[config.mk]
export PLATFORM = sky130hd
export DESIGN_NAME = nios_system_avalon_st_ready_latency_tx_adapter
export DESIGN_NICKNAME = d
export VERILOG_FILES = /design/src/rtl/nios_system_avalon_st_ready_latency_tx_adapter.sv
export SDC_FILE = /design/constraint.sdc
export NUM_CORES = 1
export LEC_CHECK = 0
export CORE_ASPECT_RATIO = 1.75
export CORE_MARGIN = 5
export CORE_UTILIZATION = 26
export CTS_CLUSTER_SIZE = 10
export DETAILED_ROUTE_END_ITERATION = 12
export PLACE_DENSITY_LB_ADDON = 0.25
export SYNTH_ARGS = -nofsm -noshare
export SYNTH_HDL_FRONTEND = slang
export SYNTH_SLANG_ARGS = --single-unit
[constraint.sdc]
create_clock -name clk -period 6.8 [get_ports clk]
set_clock_uncertainty 0.1 [all_clocks]
set_input_delay 1.36 -clock clk [delete_from_list [all_inputs] [get_ports clk]]
set_output_delay 1.36 -clock clk [all_outputs]
set_load 0.01 [all_outputs]
[src/rtl/nios_system_avalon_st_ready_latency_tx_adapter.sv]
// Source-side Avalon-ST timing adapter: buffers a readyLatency=0 stream in a
// small FIFO and issues beats only in cycles a readyLatency=N sink has granted.
module nios_system_avalon_st_ready_latency_tx_adapter #(
   parameter int DATA_WIDTH    = 32,
   parameter int CHANNEL_WIDTH = 2,
   parameter int ERROR_WIDTH   = 6,
   parameter int READY_LATENCY = 2,
   parameter int DEPTH         = 4
) (
   input  logic                         clk,
   input  logic                         reset,
   output logic                         in_ready,
   input  logic                         in_valid,
   input  logic [DATA_WIDTH-1:0]        in_data,
   input  logic [CHANNEL_WIDTH-1:0]     in_channel,
   input  logic [ERROR_WIDTH-1:0]       in_error,
   input  logic                         in_startofpacket,
   input  logic                         in_endofpacket,
   input  logic                         out_ready,
   output logic                         out_valid,
   output logic [DATA_WIDTH-1:0]        out_data,
   output logic [CHANNEL_WIDTH-1:0]     out_channel,
   output logic [ERROR_WIDTH-1:0]       out_error,
   output logic                         out_startofpacket,
   output logic                         out_endofpacket,
   output logic [$clog2(DEPTH+1)-1:0]   fill_level
);

   localparam int PW = $clog2(DEPTH);
   localparam int FW = $clog2(DEPTH + 1);
   localparam int WW = DATA_WIDTH + CHANNEL_WIDTH + ERROR_WIDTH + 2;
   localparam logic [FW-1:0] FULL = FW'(DEPTH);

   logic [WW-1:0]            mem_q [DEPTH];
   logic [PW-1:0]            wr_ptr_q, wr_ptr_d;
   logic [PW-1:0]            rd_ptr_q, rd_ptr_d;
   logic [FW-1:0]            fill_q, fill_d;
   logic [READY_LATENCY-1:0] rdy_hist_q, rdy_hist_d;
   logic                     out_valid_q, out_valid_d;
   logic [WW-1:0]            out_pay_q, out_pay_d;
   logic [WW-1:0]            in_pay;
   logic                     grant;
   logic                     push;
   logic                     pop;
   logic                     unused_hist;

   assign in_pay   = {in_data, in_channel, in_error, in_startofpacket, in_endofpacket};
   // No path from out_ready: a full FIFO stays not-ready even while popping.
   assign in_ready = !reset && (fill_q < FULL);
   assign push     = in_valid && in_ready;
   assign pop      = grant && (fill_q != '0);

   // Grant for the upcoming edge comes from out_ready sampled READY_LATENCY-1 cycles earlier.
   generate
      if (READY_LATENCY == 1) begin : g_rl1
         assign grant = out_ready;
      end else begin : g_rln
         assign grant = rdy_hist_q[READY_LATENCY-2];
      end
   endgenerate

   assign unused_hist = rdy_hist_q[READY_LATENCY-1];

   always_comb begin
      wr_ptr_d    = wr_ptr_q;
      rd_ptr_d    = rd_ptr_q;
      fill_d      = fill_q;
      rdy_hist_d  = READY_LATENCY'({rdy_hist_q, out_ready});
      out_valid_d = pop;
      out_pay_d   = out_pay_q;
      if (push) begin
         wr_ptr_d = wr_ptr_q + PW'(1);
      end
      if (pop) begin
         rd_ptr_d  = rd_ptr_q + PW'(1);
         out_pay_d = mem_q[rd_ptr_q];
      end
      case ({push, pop})
         2'b10:   fill_d = fill_q + FW'(1);
         2'b01:   fill_d = fill_q - FW'(1);
         default: fill_d = fill_q;
      endcase
   end

   always_ff @(posedge clk) begin
      if (reset) begin
         wr_ptr_q    <= '0;
         rd_ptr_q    <= '0;
         fill_q      <= '0;
         rdy_hist_q  <= '0;
         out_valid_q <= 1'b0;
         out_pay_q   <= '0;
      end else begin
         wr_ptr_q    <= wr_ptr_d;
         rd_ptr_q    <= rd_ptr_d;
         fill_q      <= fill_d;
         rdy_hist_q  <= rdy_hist_d;
         out_valid_q <= out_valid_d;
         out_pay_q   <= out_pay_d;
      end
   end

   always_ff @(posedge clk) begin
      if (push) begin
         mem_q[wr_ptr_q] <= in_pay;
      end
   end

   assign out_valid = out_valid_q;
   assign {out_data, out_channel, out_error, out_startofpacket, out_endofpacket} = out_pay_q;
   assign fill_level = fill_q;

endmodule

# Yosys cells after proc, flatten, opt, wreduce, memory -nomap -nowiden
# Memory sizes are Yosys's and may differ from the RTL's. A register that Yosys moved wholly into a read port is not among the register bits.
# Index checks and enable logic that the tools add are counted.
[word_totals]
ff_bits = 9
ram_bits = 168
output_inout_bits = 47
word_cells = 22
memories = 1
[mem_list]
columns = ["memory", "words", "word_bits", "read_ports", "rd_clocked_by_memory_dff", "wr", "line", "text"]
rows = [
  ["mem_q", 4, 42, 1, 1, 1, "34", "logic [WW-1:0] mem_q [DEPTH];"],
]
[classes]
add_sub_neg = 4
n_lt_le_gt_ge = 1
n_eq_ne = 2
muxes = 3
reduce_logical = 6
[ops]
columns = ["cell", "count"]
rows = [
  ["one-hot mux 3 bit (2 select lines)", 1],
  ["adder 2 x 1 -> 2 bit, second input constant", 2],
  ["adder 3 x 1 -> 3 bit, second input constant", 1],
  ["logical AND 1 bit", 3],
  ["< comparator 3 bit, second input constant", 1],
  ["nonzero test 3 bit", 1],
  ["subtractor 3 x 1 -> 3 bit, second input constant", 1],
  ["equality test 2 x 1 -> 1 bit, second input constant", 1],
  ["equality test 2 bit, second input constant", 1],
  ["two-way mux 1 bit", 2],
  ["nonzero test 2 bit", 1],
  ["zero test 1 bit", 1],
]

# Logic depth before layout (Yosys ltp)
[depth]
ltp_word = 5
depth_mapped = 9

# Least setup slack after synthesis
# Ideal clock, no wire load.
[synth_timing]
path_type = "input -> register"
startpoint = "input reset"
endpoint = "memory mem_q[0][0] (netlist name), enable pin"
setup_ns = 0.403
arrival_ns = 2.980
t_required_ns = 6.297
setup_slack_ns = 3.317
path_stages = 3
path_cell_list = "buf_1 > nor3b_2 > and2_1"
[synth_via]
elab_chain_len = 5
[synth_lines]
columns = ["item", "line", "text"]
rows = [
  ["from (decl)", "11", "input logic reset,"],
  ["zero test 1 bit", "49", "assign in_ready = !reset && (fill_q < FULL);"],
  ["logical AND 1 bit", "49", ""],
  ["logical AND 1 bit", "50", "assign push = in_valid && in_ready;"],
  ["two-way mux 1 bit", "104", "if (push) begin"],
  ["two-way mux 1 bit (not written as such)", "105", "mem_q[wr_ptr_q] <= in_pay;"],
  ["to (decl)", "34", ""],
]
# No other way between the ends.

# Worst setup path in the final report
[layout_timing]
startpoint = "input reset"
endpoint = "output in_ready"
[layout_via]
elab_chain_len = 2
[layout_lines]
columns = ["item", "line", "text"]
rows = [
  ["zero test 1 bit", "49", ""],
  ["logical AND 1 bit", "49", ""],
  ["to (decl)", "12", "output logic in_ready,"],
]
# No other way between the ends.

==> run metrics <==
switching pwr=just over 0.0006 W; status=finished, final reports clean; CTS buffer count=25; die area=around 0.034 mm^2; Initial Util=about a quarter; critical-path cell list=clkdlybuf4s50_1 > nor2_1 > clkdlybuf4s50_1; DR pass1 iterations=4; cell at the slowest stage of the critical path=clkdlybuf4s50_1; Final Wtd Congestion=slightly below 0.7; flops & latches, synth=219; pwr dens=approximately 300 mW/mm^2; ranking of synthesized cells by area=edfxtp_1 (64%), dfxtp_1 (13%), mux4_2 (9.8%); CTS-repair resized insts=0; IO Count=93; worst-path maximum fanout=12; leakage=~3.1 nW; # clock sinks=~220; Clock power frac=between 40% and 50%; first-pass GRT wire length=approximately 27000 um; CTS H-tree depth=1; row cnt=between 80 and 90; Switching Fraction=a little over a fifth; Hold EP=out_pay_q[29]$_SDFFE_PP0P_; share of cells above drive strength 1=14.9%; commonest non-fill, non-tap cell in the layout=edfxtp_1; R2R setup slack=4.41 ns; worst vdd ir=~170 uV; synth warn=0; Slew @ Worst Pin=between 1 and 1.5 ns; max-cap violations=0; Int Power=roughly 0.0023 W; largest net degree at the start of global routing=between 40 and 50; initial antenna violation count=2; Vias=approximately 3800; Pins Over Slew Limit=0; sequential share of power=52.7%; design area=~0.0098 mm^2; cell accounting for the most synthesized area=edfxtp_1; final setup fails=0; post-synthesis sequential area ratio=77.5%; FF-to-FF path depth=2; Cell Area, Synth=just under 0.008 mm^2; hold buffers post-CTS=0; DRC=0; commonest cells after routing, fill and taps aside=edfxtp_1 (168), clkdlybuf4s50_1 (92), dfxtp_1 (49); Setup Buffers After CTS=0; WL per Instance=a little under 20 um; RSZ-0062 raised after global routing=false; crit path kind=input pin to output pin; Chip Width=141 um; Critical Path RT=5.34 ns; Top Family by Delay on Critical Path=buffers and inverters; fin util=roughly 33%; hold depth=1; core area=roughly 0.030 mm^2; CTS Buffer Depth=3; DRT iter0 DRCs=268; Final nets=~520; CTS tree=yes; worst path bufs/invs=2; Detail Route Antenna Nets=0; DR vias/cell=4.31; Avg Synthesized Cell Area=around 22 um^2; Max stage delay on crit path=about 0.68 ns; RR Endpoint=mem_q[0][22]$_DFFE_PP_; Hold Vio Cnt, Final=0; Worst R2R Start=fill_level[2]$_SDFFE_PP0P_; combinational share of power=6.5%; area grow syn2layout=25.8%; Root Buffer Master=clkbuf_16; crit path time final=around 4.3 ns; TNS Setup=0 ns; later-pin clock latency in the skew report=roughly 0.51 ns; CP dominant cell by count=clkdlybuf4s50_1; die height=between 200 and 250 um; hold_sp=out_pay_q[29]$_SDFFE_PP0P_; vias in the first global route=between 4000 and 5000; Yosys top cell area share=around 64%; Worst Slack Setup Final=2.54 ns; Buffers on Ports=92; crit end category=output pin; Worst Hold Class=register to register; grt total ovfl=0; critical path data arrival time=roughly 2.8 ns; fmax=235 MHz; post-place setup slack=approximately 2.6 ns; GRT Util Overall=a little over a tenth; DP Area=between 0.009 and 0.01 mm^2; Syn Inst Count=about 360; DP HPWL=between 10000 and 15000 um; startpoint types=input pin; Worst-path clk slew=~0.050 ns; Mapped Nets=approximately 420; final worst-path cycle share=a little over three fifths; final hold slack=0.378 ns; Distinct cells, synth=27; Max-slew headroom=about 19%; Post-Route WL=roughly 17000 um
## Yosys cell counts (all sizes together)
| cell | n |
|---|---|
| o31a | 1 |
| o31ai | 1 |
| dfxtp | 51 |
| nand2 | 1 |
| or3 | 1 |
| o311ai | 1 |
| buf | 16 |
| nor2b | 2 |
| o21ai | 1 |
| fa | 1 |
| and2 | 4 |
| inv | 6 |
| nor2 | 8 |
| a22o | 42 |
| xnor2 | 2 |
| a21oi | 2 |
| ha | 5 |
| xor2 | 3 |
| mux4 | 42 |
| edfxtp | 168 |
| nor3b | 1 |
| clkbuf | 4 |
## worst register-to-register path, delay by kind of cell (launching register included)
kind	cells	cell delay, ns
DFF	1	0.36
and+or+nand+nor	2	1.52
## power by group through the flow
stage | Clock, W | Combinational (W) | Sequential (W)
finish | 0.00118 | 0.000188 | 0.00152
global route | 0.00127 | 0.000204 | 0.00153
CTS | 0.00122 | 0.000194 | 0.00152
detailed placement | 0 | 0.000194 | 0.00155
global placement | 0 | 0.000190 | 0.00155
floorplan | 0 | 0.000103 | 0.00154
## final cells by class
type	instances	area (um^2)
Clock buffer	44	697
Inverter	6	22.5
Sequential cell	219	6070
Tap cell	387	484
Antenna cell	1	2.50
Multi-Input combinational cell	118	1620
Timing Repair Buffer	96	951
Fill cell	2859	20100
## stage by stage
stage	std cells	total power (W)
after floorplan	363	0.00164
after CTS	870	0.00294
after detailed placement	826	0.00174
final	871	0.00288
after global routing	871	0.00300
after global placement	826	0.00174
## worst max-delay path by stage
stage               start                    end  depth (start not counted)
detailed placement  reset               in_ready                          3
CTS                 reset               in_ready                          3
floorplan           reset  mem_q[0][0]$_DFFE_PP_                          3
global route        reset               in_ready                          3
finish              reset               in_ready                          3
global placement    reset               in_ready                          3
## logic make-up (layout without fill, tap and decap cells)
family | after synthesis | after routing | synth area share [%]
xor gates and xnor gates | 5 | 5 | 0.560
muxes | 42 | 42 | 12.5
adders and majority gates | 6 | 6 | 1.05
AOI/OAI and AO/OA | 48 | 48 | 5.21
other | 0 | 1 | 0
DFF | 219 | 219 | 77.5
buffers and inverters | 26 | 146 | 2.03
and+or+nand+nor | 17 | 17 | 1.18
## sequential cells by signal, indices dropped and copies added (netlist names)
name / count
out_pay_q: 42
wr_ptr_q: 2
fill_level: 3
rdy_hist_q: 1
rd_ptr_q: 2
mem_q: 168
out_valid: 1
## per-layer routing
metal,up-vias,share of wire (%),GRT usage [%]
met5,-,0.12,0
met4,2,2.2,4.32
met3,16,4.4,2.20
met2,79,57,19.9
met1,1956,36,11.0
li1,1702,-,-
Note: power is estimated with default switching activity, not from simulation.
